==> config.mk <==
export PLATFORM = sky130hd
export DESIGN_NAME = dmem_block_mover_flat
export DESIGN_NICKNAME = d
export VERILOG_FILES = /design/src/rtl/dmem_block_mover_if.sv /design/src/rtl/dmem_block_mover.sv /design/src/flat_wrapper.sv
export SDC_FILE = /design/constraint.sdc
export NUM_CORES = 1
export LEC_CHECK = 0
export CORE_MARGIN = 5
export CORE_UTILIZATION = 44
export CTS_BUF_LIST = sky130_fd_sc_hd__clkbuf_2 sky130_fd_sc_hd__clkbuf_4 sky130_fd_sc_hd__clkbuf_8
export CTS_CLUSTER_DIAMETER = 50
export DETAILED_ROUTE_END_ITERATION = 8
export PLACE_DENSITY_LB_ADDON = 0.05
export SLEW_MARGIN = 20
export SYNTH_ARGS = -nofsm -noshare
export SYNTH_HDL_FRONTEND = slang
export SYNTH_SLANG_ARGS = --single-unit
==> constraint.sdc <==
create_clock -name clk -period 1.5 [get_ports clk]
set_input_delay 0.15 -clock clk [delete_from_list [all_inputs] [get_ports clk]]
set_output_delay 0.15 -clock clk [all_outputs]
set_load 0.02 [all_outputs]
==> src/rtl/dmem_block_mover_if.sv <==
// Data-memory port between the block mover (master) and a memory with
// combinational read and posedge synchronous write (slave).
interface dmem_block_mover_if #(
  parameter int S  = 32,
  parameter int AW = 8
);
  // No valid/ready here: a strobe is a complete access for the cycle it is
  // high. mread means dout is consumed this cycle; mwrite commits din to a
  // at the next posedge.
  logic [AW-1:0] a;
  logic [S-1:0]  din;
  logic [S-1:0]  dout;
  logic          mread;
  logic          mwrite;

  modport master (
    output a,
    output din,
    output mread,
    output mwrite,
    input  dout
  );

  modport slave (
    input  a,
    input  din,
    input  mread,
    input  mwrite,
    output dout
  );
endinterface

==> src/rtl/dmem_block_mover.sv <==
// Block-transfer initiator: copies a run of words between memory regions, or
// fills a region with a constant, by driving the data-memory port.
module dmem_block_mover #(
  parameter int S  = 32,
  parameter int L  = 256,
  parameter int AW = $clog2(L)
) (
  input  logic                 clk,
  input  logic                 rst,
  input  logic                 start,
  input  logic                 mode,
  input  logic [AW-1:0]        src,
  input  logic [AW-1:0]        dst,
  input  logic [AW:0]          len,
  input  logic [S-1:0]         fill_val,
  input  logic                 hold,
  output logic                 busy,
  output logic                 done,
  output logic [1:0]           state_dbg_o,
  dmem_block_mover_if.master   mem
);

  typedef enum logic [1:0] {
    IDLE  = 2'd0,
    READ  = 2'd1,
    WRITE = 2'd2,
    DONE  = 2'd3
  } state_e;

  state_e          state_q, state_d;
  logic [AW-1:0]   src_q, src_d;
  logic [AW-1:0]   dst_q, dst_d;
  logic [AW:0]     cnt_q, cnt_d;
  logic [S-1:0]    buf_q, buf_d;
  logic            mode_q, mode_d;
  logic [S-1:0]    fill_q, fill_d;

  // Raw per-state bus drive before hold/reset gating.
  logic [AW-1:0]   a_raw;
  logic [S-1:0]    din_raw;
  logic            rd_raw;
  logic            wr_raw;
  logic            bus_blocked;

  always_ff @(posedge clk) begin
    if (rst) begin
      state_q <= IDLE;
      src_q   <= '0;
      dst_q   <= '0;
      cnt_q   <= '0;
      buf_q   <= '0;
      mode_q  <= 1'b0;
      fill_q  <= '0;
    end else begin
      state_q <= state_d;
      src_q   <= src_d;
      dst_q   <= dst_d;
      cnt_q   <= cnt_d;
      buf_q   <= buf_d;
      mode_q  <= mode_d;
      fill_q  <= fill_d;
    end
  end

  always_comb begin
    state_d = state_q;
    src_d   = src_q;
    dst_d   = dst_q;
    cnt_d   = cnt_q;
    buf_d   = buf_q;
    mode_d  = mode_q;
    fill_d  = fill_q;
    a_raw   = '0;
    din_raw = '0;
    rd_raw  = 1'b0;
    wr_raw  = 1'b0;
    done    = 1'b0;

    unique case (state_q)
      IDLE: begin
        if (start) begin
          src_d  = src;
          dst_d  = dst;
          cnt_d  = len;
          mode_d = mode;
          fill_d = fill_val;
          if (len == '0)   state_d = DONE;
          else if (mode)   state_d = WRITE;
          else             state_d = READ;
        end
      end

      READ: begin
        a_raw  = src_q;
        rd_raw = 1'b1;
        if (!hold) begin
          buf_d   = mem.dout;
          state_d = WRITE;
        end
      end

      WRITE: begin
        a_raw   = dst_q;
        din_raw = mode_q ? fill_q : buf_q;
        wr_raw  = 1'b1;
        if (!hold) begin
          // Pointers are AW bits wide, so they wrap modulo L for free.
          src_d = src_q + AW'(1);
          dst_d = dst_q + AW'(1);
          cnt_d = cnt_q - (AW+1)'(1);
          if (cnt_q == (AW+1)'(1)) state_d = DONE;
          else if (mode_q)         state_d = WRITE;
          else                     state_d = READ;
        end
      end

      DONE: begin
        done    = 1'b1;
        state_d = IDLE;
      end

      default: state_d = IDLE;
    endcase
  end

  // The CPU owns the bus during hold, and nothing may reach memory while in
  // reset, so the whole port is forced quiet combinationally in both cases.
  assign bus_blocked = hold | rst;

  always_comb begin
    mem.a      = '0;
    mem.din    = '0;
    mem.mread  = 1'b0;
    mem.mwrite = 1'b0;
    if (!bus_blocked) begin
      mem.a      = a_raw;
      mem.din    = din_raw;
      mem.mread  = rd_raw;
      mem.mwrite = wr_raw;
    end
  end

  assign busy        = (state_q == READ) || (state_q == WRITE);
  assign state_dbg_o = state_q;

endmodule

==> src/flat_wrapper.sv <==
// flat-port wrapper written by rule: the top's interface ports become plain ports
module dmem_block_mover_flat 
#(
  parameter int S  = 32,
  parameter int L  = 256,
  parameter int AW = $clog2(L)
)
  (clk, rst, start, mode, src, dst, len, fill_val, hold, busy, done, state_dbg_o, mem_a, mem_din, mem_mread, mem_mwrite, mem_dout);
  dmem_block_mover_if #(.S(S), .AW(AW)) mem_i ();
  input  logic clk;
  input  logic rst;
  input  logic start;
  input  logic mode;
  input  logic [AW-1:0] src;
  input  logic [AW-1:0] dst;
  input  logic [AW:0] len;
  input  logic [S-1:0] fill_val;
  input  logic hold;
  output logic busy;
  output logic done;
  output logic [1:0] state_dbg_o;
  output wire logic [$bits(mem_i.a)-1:0] mem_a;
  output wire logic [$bits(mem_i.din)-1:0] mem_din;
  output wire logic [$bits(mem_i.mread)-1:0] mem_mread;
  output wire logic [$bits(mem_i.mwrite)-1:0] mem_mwrite;
  input wire logic [$bits(mem_i.dout)-1:0] mem_dout;
  assign mem_a = mem_i.a;
  assign mem_din = mem_i.din;
  assign mem_mread = mem_i.mread;
  assign mem_mwrite = mem_i.mwrite;
  assign mem_i.dout = mem_dout;
  dmem_block_mover #(.S(S), .L(L), .AW(AW)) u_core (.clk(clk), .rst(rst), .start(start), .mode(mode), .src(src), .dst(dst), .len(len), .fill_val(fill_val), .hold(hold), .busy(busy), .done(done), .state_dbg_o(state_dbg_o), .mem(mem_i));
endmodule
==> out/qor.csv, run 1 <==
metric,value,unit
area grow syn2layout,65.1,%
CP Max Fanout,20,
vias in the first global route,4771,
DIE AREA,0.0127,mm²
H-tree Lvls,3,
Required @ worst endpoint,1730,ps
fin crit period,1730,ps
Logic pwr share,57.5,%
Net Sw Frac,39.6,%
Port Buf Inserts,139,
Mean Syn Cell Area,7.65,µm²
pin count of the biggest net entering global routing,57,
"Seq/Total Area, Yosys",39.8,%
pwr/cell area,1660,mW/mm²
first-pass GRT wire length,22900,µm
final worst slack,-228,ps
Cell variety after synth,56,
status,"finished, violations left",
syn_nets,709,
placed instance area,0.00682,mm²
maximum VDD drop,1.01,mV
Worst-Margin Slew,644,ps
dpl hpwl,9900,µm
Sink Count,92,
ratio of cells with drive above 1 in the final layout,30.4,%
fmax,579,MHz
#FFs+latches synth,92,
Routed WL per cell,16.0,µm
clk_skew,8.62,ps
DR vias/cell,5.37,
max_cap viols,0,
RePlAce Congestion,0.847,
Crit path arrival time,1960,ps
synthesized cell area,0.00463,mm²
net switching power,5.04,mW
Detailed Route Iter0 Violations,346,
final instance area,0.00765,mm²
Bufs and invs on worst path,2,
CP max stage delay,370,ps
clk root buf,clkbuf_8,
Static Leak,2.69,nW
DP Cell Count,889,
Mapped Cells,606,
initial core utilization,45.1,%
Worst path top cell family by delay,flip-flops,
final setup vio count,69,
CTS clock-pin slew for the worst setup and hold paths,90,ps
CTS Hold Bufs,0,
startpoint types,flop,
buffer depth of the longest clock path,2,
drt first pass iters,4,
Hold Path Class,in2reg,
gr ovfl total,0,
# IOs,140,
via count,4926,
Die Height,113,µm
CP Class,reg2reg,
failing checks,negative setup slack,
CP Cell Sequence,inv_4 > ha_4 > buf_4 > nor2b_1 > nand2_1 > o32ai_1 > a211oi_1,
RSZ-0062 raised after global routing,true,
worst-skew pair later-pin latency,360,ps
Clk network pwr share,14.7,%
fin. max-slew vios,0,
Final Hold Fails,0,
Final ANT Viol Nets,0,
total power draw,12.7,mW
"reg-to-reg slack, setup",-230,ps
CTS Buf Count,9,
sequential share of power,27.8,%
Final period util,115,%
CTS tree,done,
internal power,7.67,mW
Worst Setup End Kind,flop,
initial antenna violation count,0,
final net count,880,
area of the core,0.0103,mm²
CP max-delay cell,dfxtp_4,
diode count,0,
"non-filler cells, final",918,
yosys warns,0,
Slew HR,57.1,%
final WL,14700,µm
worst hold margin,333,ps
DRC,0,
Total GRT Usage,21.7,%
die extent in x,113,µm
Rows,37,
## logic make-up (layout without fill, tap and decap cells)
group           Yosys count  count (layout)  share of synthesized area [%]
buf+inv                  56             232                           6.05
flops                    92              92                           39.8
fa+ha+maj                 9               9                           2.43
compound gates          156             156                           20.5
mux                      35              35                           7.56
simple gates            258             258                           23.7
## worst reg2reg max path: stages, from the launching register on
cell and delay (ps):
dfxtp_4 370, inv_4 80, ha_4 220, buf_4 280, nor2b_1 220, nand2_1 70, o32ai_1 260, a211oi_1 110
## routing by layer
layer  global-route usage [%]  share of wire [%]  vias up
li1                         -                  -     2420
met1                     27.0                 43     2338
met2                     38.3                 50      149
met3                     3.50                5.5       19
met4                     6.73                1.5        0
met5                        0                  0        -
## sequential cells by signal (all words and copies together), names as in the netlist
register	flops
u_core.dst_q	8
u_core.buf_q	32
u_core.cnt_q	9
u_core.mode_q	1
u_core.state_dbg_o	2
u_core.src_q	8
u_core.fill_q	32
## through the flow
step                setup TNS (ps)  worst slack, ps  util, %
finish                      -12130             -228     74.4
global route                -16950             -298     74.4
CTS                         -12120             -217     70.5
detailed placement          -28950             -537     66.4
global placement            -25960             -484     66.4
floorplan                    -1250             -112        -
## cells in the mapped netlist (all sizes together)
library cell / instances / area (µm²)
nand2: 154 / 578
a311oi: 2 / 17.5
o2bb2ai: 2 / 17.5
nand3: 10 / 50.1
or4b: 1 / 10.0
a31o: 2 / 17.5
o31a: 2 / 17.5
o31ai: 1 / 7.51
o22ai: 2 / 12.5
buf: 26 / 153
a22o: 1 / 8.76
nor4b: 1 / 15.0
a21o: 2 / 16.3
mux2i: 35 / 350
a211oi: 9 / 85.1
o21a: 3 / 22.5
nor2b: 10 / 65.1
and2: 3 / 18.8
and4: 1 / 8.76
o32ai: 5 / 51.3
a211o: 1 / 8.76
o211ai: 1 / 7.51
nor3: 5 / 25.0
inv: 9 / 33.8
o21bai: 1 / 7.51
nor2: 55 / 206
nor3b: 2 / 15.0
dfxtp: 92 / 1840
a21oi: 90 / 450
dlygate4sd1: 1 / 8.76
nor4: 5 / 31.3
nand4: 3 / 18.8
clkbuf: 20 / 85.1
or4: 2 / 18.8
nand2b: 3 / 18.8
or3: 1 / 6.26
ha: 9 / 113
o221a: 1 / 11.3
o21ai: 21 / 109
or2: 2 / 12.5
a31oi: 1 / 6.26
a221oi: 1 / 15.0
a22oi: 8 / 60.1
## area by class of cell
| class | count | area, µm² |
|---|---|---|
| Fill cell | 794 | 2630 |
| Clock inverter | 6 | 87.6 |
| Timing Repair Buffer | 207 | 2220 |
| Multi-Input combinational cell | 458 | 3130 |
| Tap cell | 136 | 170 |
| Clock buffer | 10 | 138 |
| Sequential cell | 92 | 1850 |
| Inverter | 9 | 46.3 |
## path summary, 6_finish.rpt
check                                     start                       endpoint  cells past startpoint
max          u_core.state_dbg_o[0]$_SDFFE_PP0P_   u_core.cnt_q[3]$_SDFFE_PP0P_                      7
min reg2reg       u_core.buf_q[20]$_SDFFE_PP0P_  u_core.buf_q[20]$_SDFFE_PP0P_                      2
max reg2reg  u_core.state_dbg_o[0]$_SDFFE_PP0P_   u_core.cnt_q[3]$_SDFFE_PP0P_                      7
min                                 fill_val[6]  u_core.fill_q[6]$_SDFFE_PP0P_                      3
## placed cells by master (no fill, tap or decap), types with 3 or more instances in the layout
| cell type | n |
|---|---|
| nor2_4 | 39 |
| a211oi_1 | 3 |
| a22oi_2 | 8 |
| nor2b_1 | 8 |
| buf_12 | 12 |
| dfxtp_1 | 89 |
| nor2_2 | 5 |
| and2_1 | 3 |
| ha_4 | 3 |
| clkdlybuf4s50_1 | 92 |
| clkbuf_8 | 10 |
| inv_1 | 5 |
| buf_4 | 45 |
| o21ai_0 | 4 |
| mux2i_1 | 35 |
| nand4_1 | 3 |
| a21oi_1 | 83 |
| nor3_2 | 3 |
| nand2_1 | 152 |
| nor2_1 | 11 |
| a211oi_2 | 5 |
| nand3_1 | 8 |
| o21ai_1 | 12 |
| buf_6 | 45 |
| ha_1 | 6 |
| a21oi_2 | 6 |
| o21ai_2 | 5 |
| o32ai_2 | 3 |
| buf_8 | 6 |
| o21a_1 | 3 |
## power groups by stage
stage	sequential [mW]	combinational, mW	clock [mW]
floorplan	3.48	3.61	0
global route	3.60	7.87	2.02
detailed placement	3.51	5.55	0
finish	3.53	7.31	1.86
CTS	3.47	6.19	1.90
global placement	3.49	5.49	0
## timing repair
action | 4_1_cts | 5_1_grt
gates resized for setup | 275 | 80
buffers inserted | 4 | 6
pin swaps | 10 | 29
gates cloned | 2 | 2
setup endpoints to repair | 105 | 102
Note: power is estimated with default switching activity, not from simulation.
==> inputs of run 2 (changes only) <==
CELL_PAD_IN_SITES_DETAIL_PLACEMENT = 0   (was unset)
CELL_PAD_IN_SITES_GLOBAL_PLACEMENT = 1   (was unset)
CORE_UTILIZATION = 31   (was 44)
==> out/qor.csv, run 2 (synthesis gave the netlist of run 1 again) <==
metric,value,unit,change
status,"finished, violations left",,
failing checks,negative setup slack,,
drt first pass iters,4,,unchanged
worst hold margin,320,ps,-12.9 ps
# IOs,140,,unchanged
fmax,573,MHz,-1.0%
RSZ-0062 raised after global routing,true,,
final core utilization,56.0,%,-18 points
die extent in x,132,µm,+17%
Static Leak,2.85,nW,+6.1%
fin crit period,1750,ps,+18.3 ps
Clk network pwr share,14.1,%,-0.6 points
via count,4926,,unchanged
Rows,44,,+19%
largest registers,"u_core.buf_q: 32 flops, u_core.fill_q: 32 flops, u_core.cnt_q: 9 flops",,
pwr/cell area,1690,mW/mm²,+1.6%
startpoint types,flop,,
final worst slack,-246,ps,-18.3 ps
sequential share of power,26.3,%,-1.5 points
ratio of cells with drive above 1 in the final layout,36.6,%,+6.2 points
initial core utilization,31.8,%,-13 points
final WL,16500,µm,+13%
DIE AREA,0.0175,mm²,+38%
clk root buf,clkbuf_8,,
Logic pwr share,59.6,%,+2.1 points
gr ovfl total,0,,unchanged
Worst Setup End Kind,flop,,
Slew HR,58.9,%,+1.9 points
buffer depth of the longest clock path,2,,unchanged
"commonest non-fill, non-tap cells in the layout","150 x nand2_1, 92 x clkdlybuf4s50_1, 89 x dfxtp_1, 76 x a21oi_1",,
H-tree Lvls,3,,unchanged
Detailed Route Iter0 Violations,286,,-17%
first-pass GRT wire length,26500,µm,+16%
Total GRT Usage,18.2,%,-3.5 points
vias in the first global route,5048,,+5.8%
max_cap viols,0,,unchanged
worst-skew pair later-pin latency,370,ps,about the same
Worst-Margin Slew,616,ps,-28.0 ps
internal power,8.25,mW,+7.6%
DR vias/cell,4.98,,-7.2%
total power draw,13.8,mW,+8.4%
final setup vio count,69,,unchanged
Crit path arrival time,2010,ps,+50 ps
Routed WL per cell,16.7,µm,+4.7%
Final ANT Viol Nets,0,,unchanged
"most common cell after layout, fill and taps aside",nand2_1,,
CP Max Fanout,4,,-80%
clk_skew,14.0,ps,+5.34 ps
Die Height,132,µm,+17%
Port Buf Inserts,139,,unchanged
area grow syn2layout,76.2,%,
CTS tree,done,,
fin. max-slew vios,0,,unchanged
final net count,903,,+2.6%
area of the core,0.0146,mm²,+42%
RePlAce Congestion,0.847,,about the same
Final period util,116,%,+1.2 points
dpl hpwl,10900,µm,+9.9%
CP Class,reg2reg,,
pin count of the biggest net entering global routing,54,,-5.3%
Final Hold Fails,0,,unchanged
Hold Path Class,in2reg,,
diode count,0,,unchanged
Required @ worst endpoint,1760,ps,+30 ps
Sink Count,92,,unchanged
CTS clock-pin slew for the worst setup and hold paths,100,ps,about the same
CTS Buf Count,9,,unchanged
DRC,0,,unchanged
maximum VDD drop,0.814,mV,-20%
Net Sw Frac,40.1,%,+0.48 points
initial antenna violation count,0,,unchanged
net switching power,5.53,mW,+9.7%
## run 2: timing repair
| action | in CTS | in global routing |
|---|---|---|
| hold endpoints to repair | 0 | 0 |
| setup endpoints to repair | 99 | 77 |
| resized for setup | 353 | 61 |
| setup buffers | 21 | 7 |
| pin swaps | 41 | 31 |
| hold buffers | 0 | 0 |
| gates cloned | 8 | 1 |
## run 2: final cells by class
type | count | area, µm²
clock buffer | 11 | 145
clock inverter | 5 | 82.6
fill | 1308 | 6430
inverter | 9 | 48.8
multi-input combinational | 458 | 3320
sequential | 92 | 1850
tap | 184 | 230
timing repair buffer | 230 | 2490
## run 2: worst paths after layout
check,endpoint,slack [ps],cells past startpoint,from
setup reg to reg,u_core.state_dbg_o[1]$_SDFFE_PP0P_,-250,8,u_core.state_dbg_o[0]$_SDFFE_PP0P_
hold / removal,u_core.buf_q[12]$_SDFFE_PP0P_,320,3,mem_dout[12]
setup / recovery,u_core.state_dbg_o[1]$_SDFFE_PP0P_,-250,8,u_core.state_dbg_o[0]$_SDFFE_PP0P_
hold reg to reg,u_core.buf_q[8]$_SDFFE_PP0P_,460,2,u_core.buf_q[8]$_SDFFE_PP0P_
## run 2: layer usage
layer  GRT usage (%)  wire (µm)  share of wire [%]
met2            29.0       7830                 47
met3            3.85        795                4.8
met4            5.71        269                1.6
met5               0          0                  0
met1            24.8       7650                 46
## run 2: stage by stage
stage | setup WS, ps | instance area [µm²] | cells | TNS, ps
4_1_cts | -277 | 7870 | 984 | -12550
5_1_grt | -306 | 8160 | 989 | -15820
3_5_place_dp | -597 | 6920 | 939 | -32920
2_1_floorplan | -112 | 5050 | 606 | -1250
6_report | -246 | 8160 | 989 | -11430
3_3_place_gp | -578 | 6920 | 939 | -30420
## run 2: worst max-delay path: stages, from the launching register on
cell	delay, ps
dfxtp_4	370
inv_4	50
ha_4	170
buf_8	140
buf_16	130
o21a_1	190
or3_4	330
a31o_1	200
o32ai_2	80
## run 2: power by group through the flow
stage	Combinational (mW)	Clock (mW)	Sequential [mW]
3_5_place_dp	5.67	0	3.56
3_3_place_gp	5.59	0	3.54
5_1_grt	8.82	2.13	3.72
2_1_floorplan	3.61	0	3.48
4_1_cts	7.48	2.00	3.58
6_report	8.21	1.94	3.63
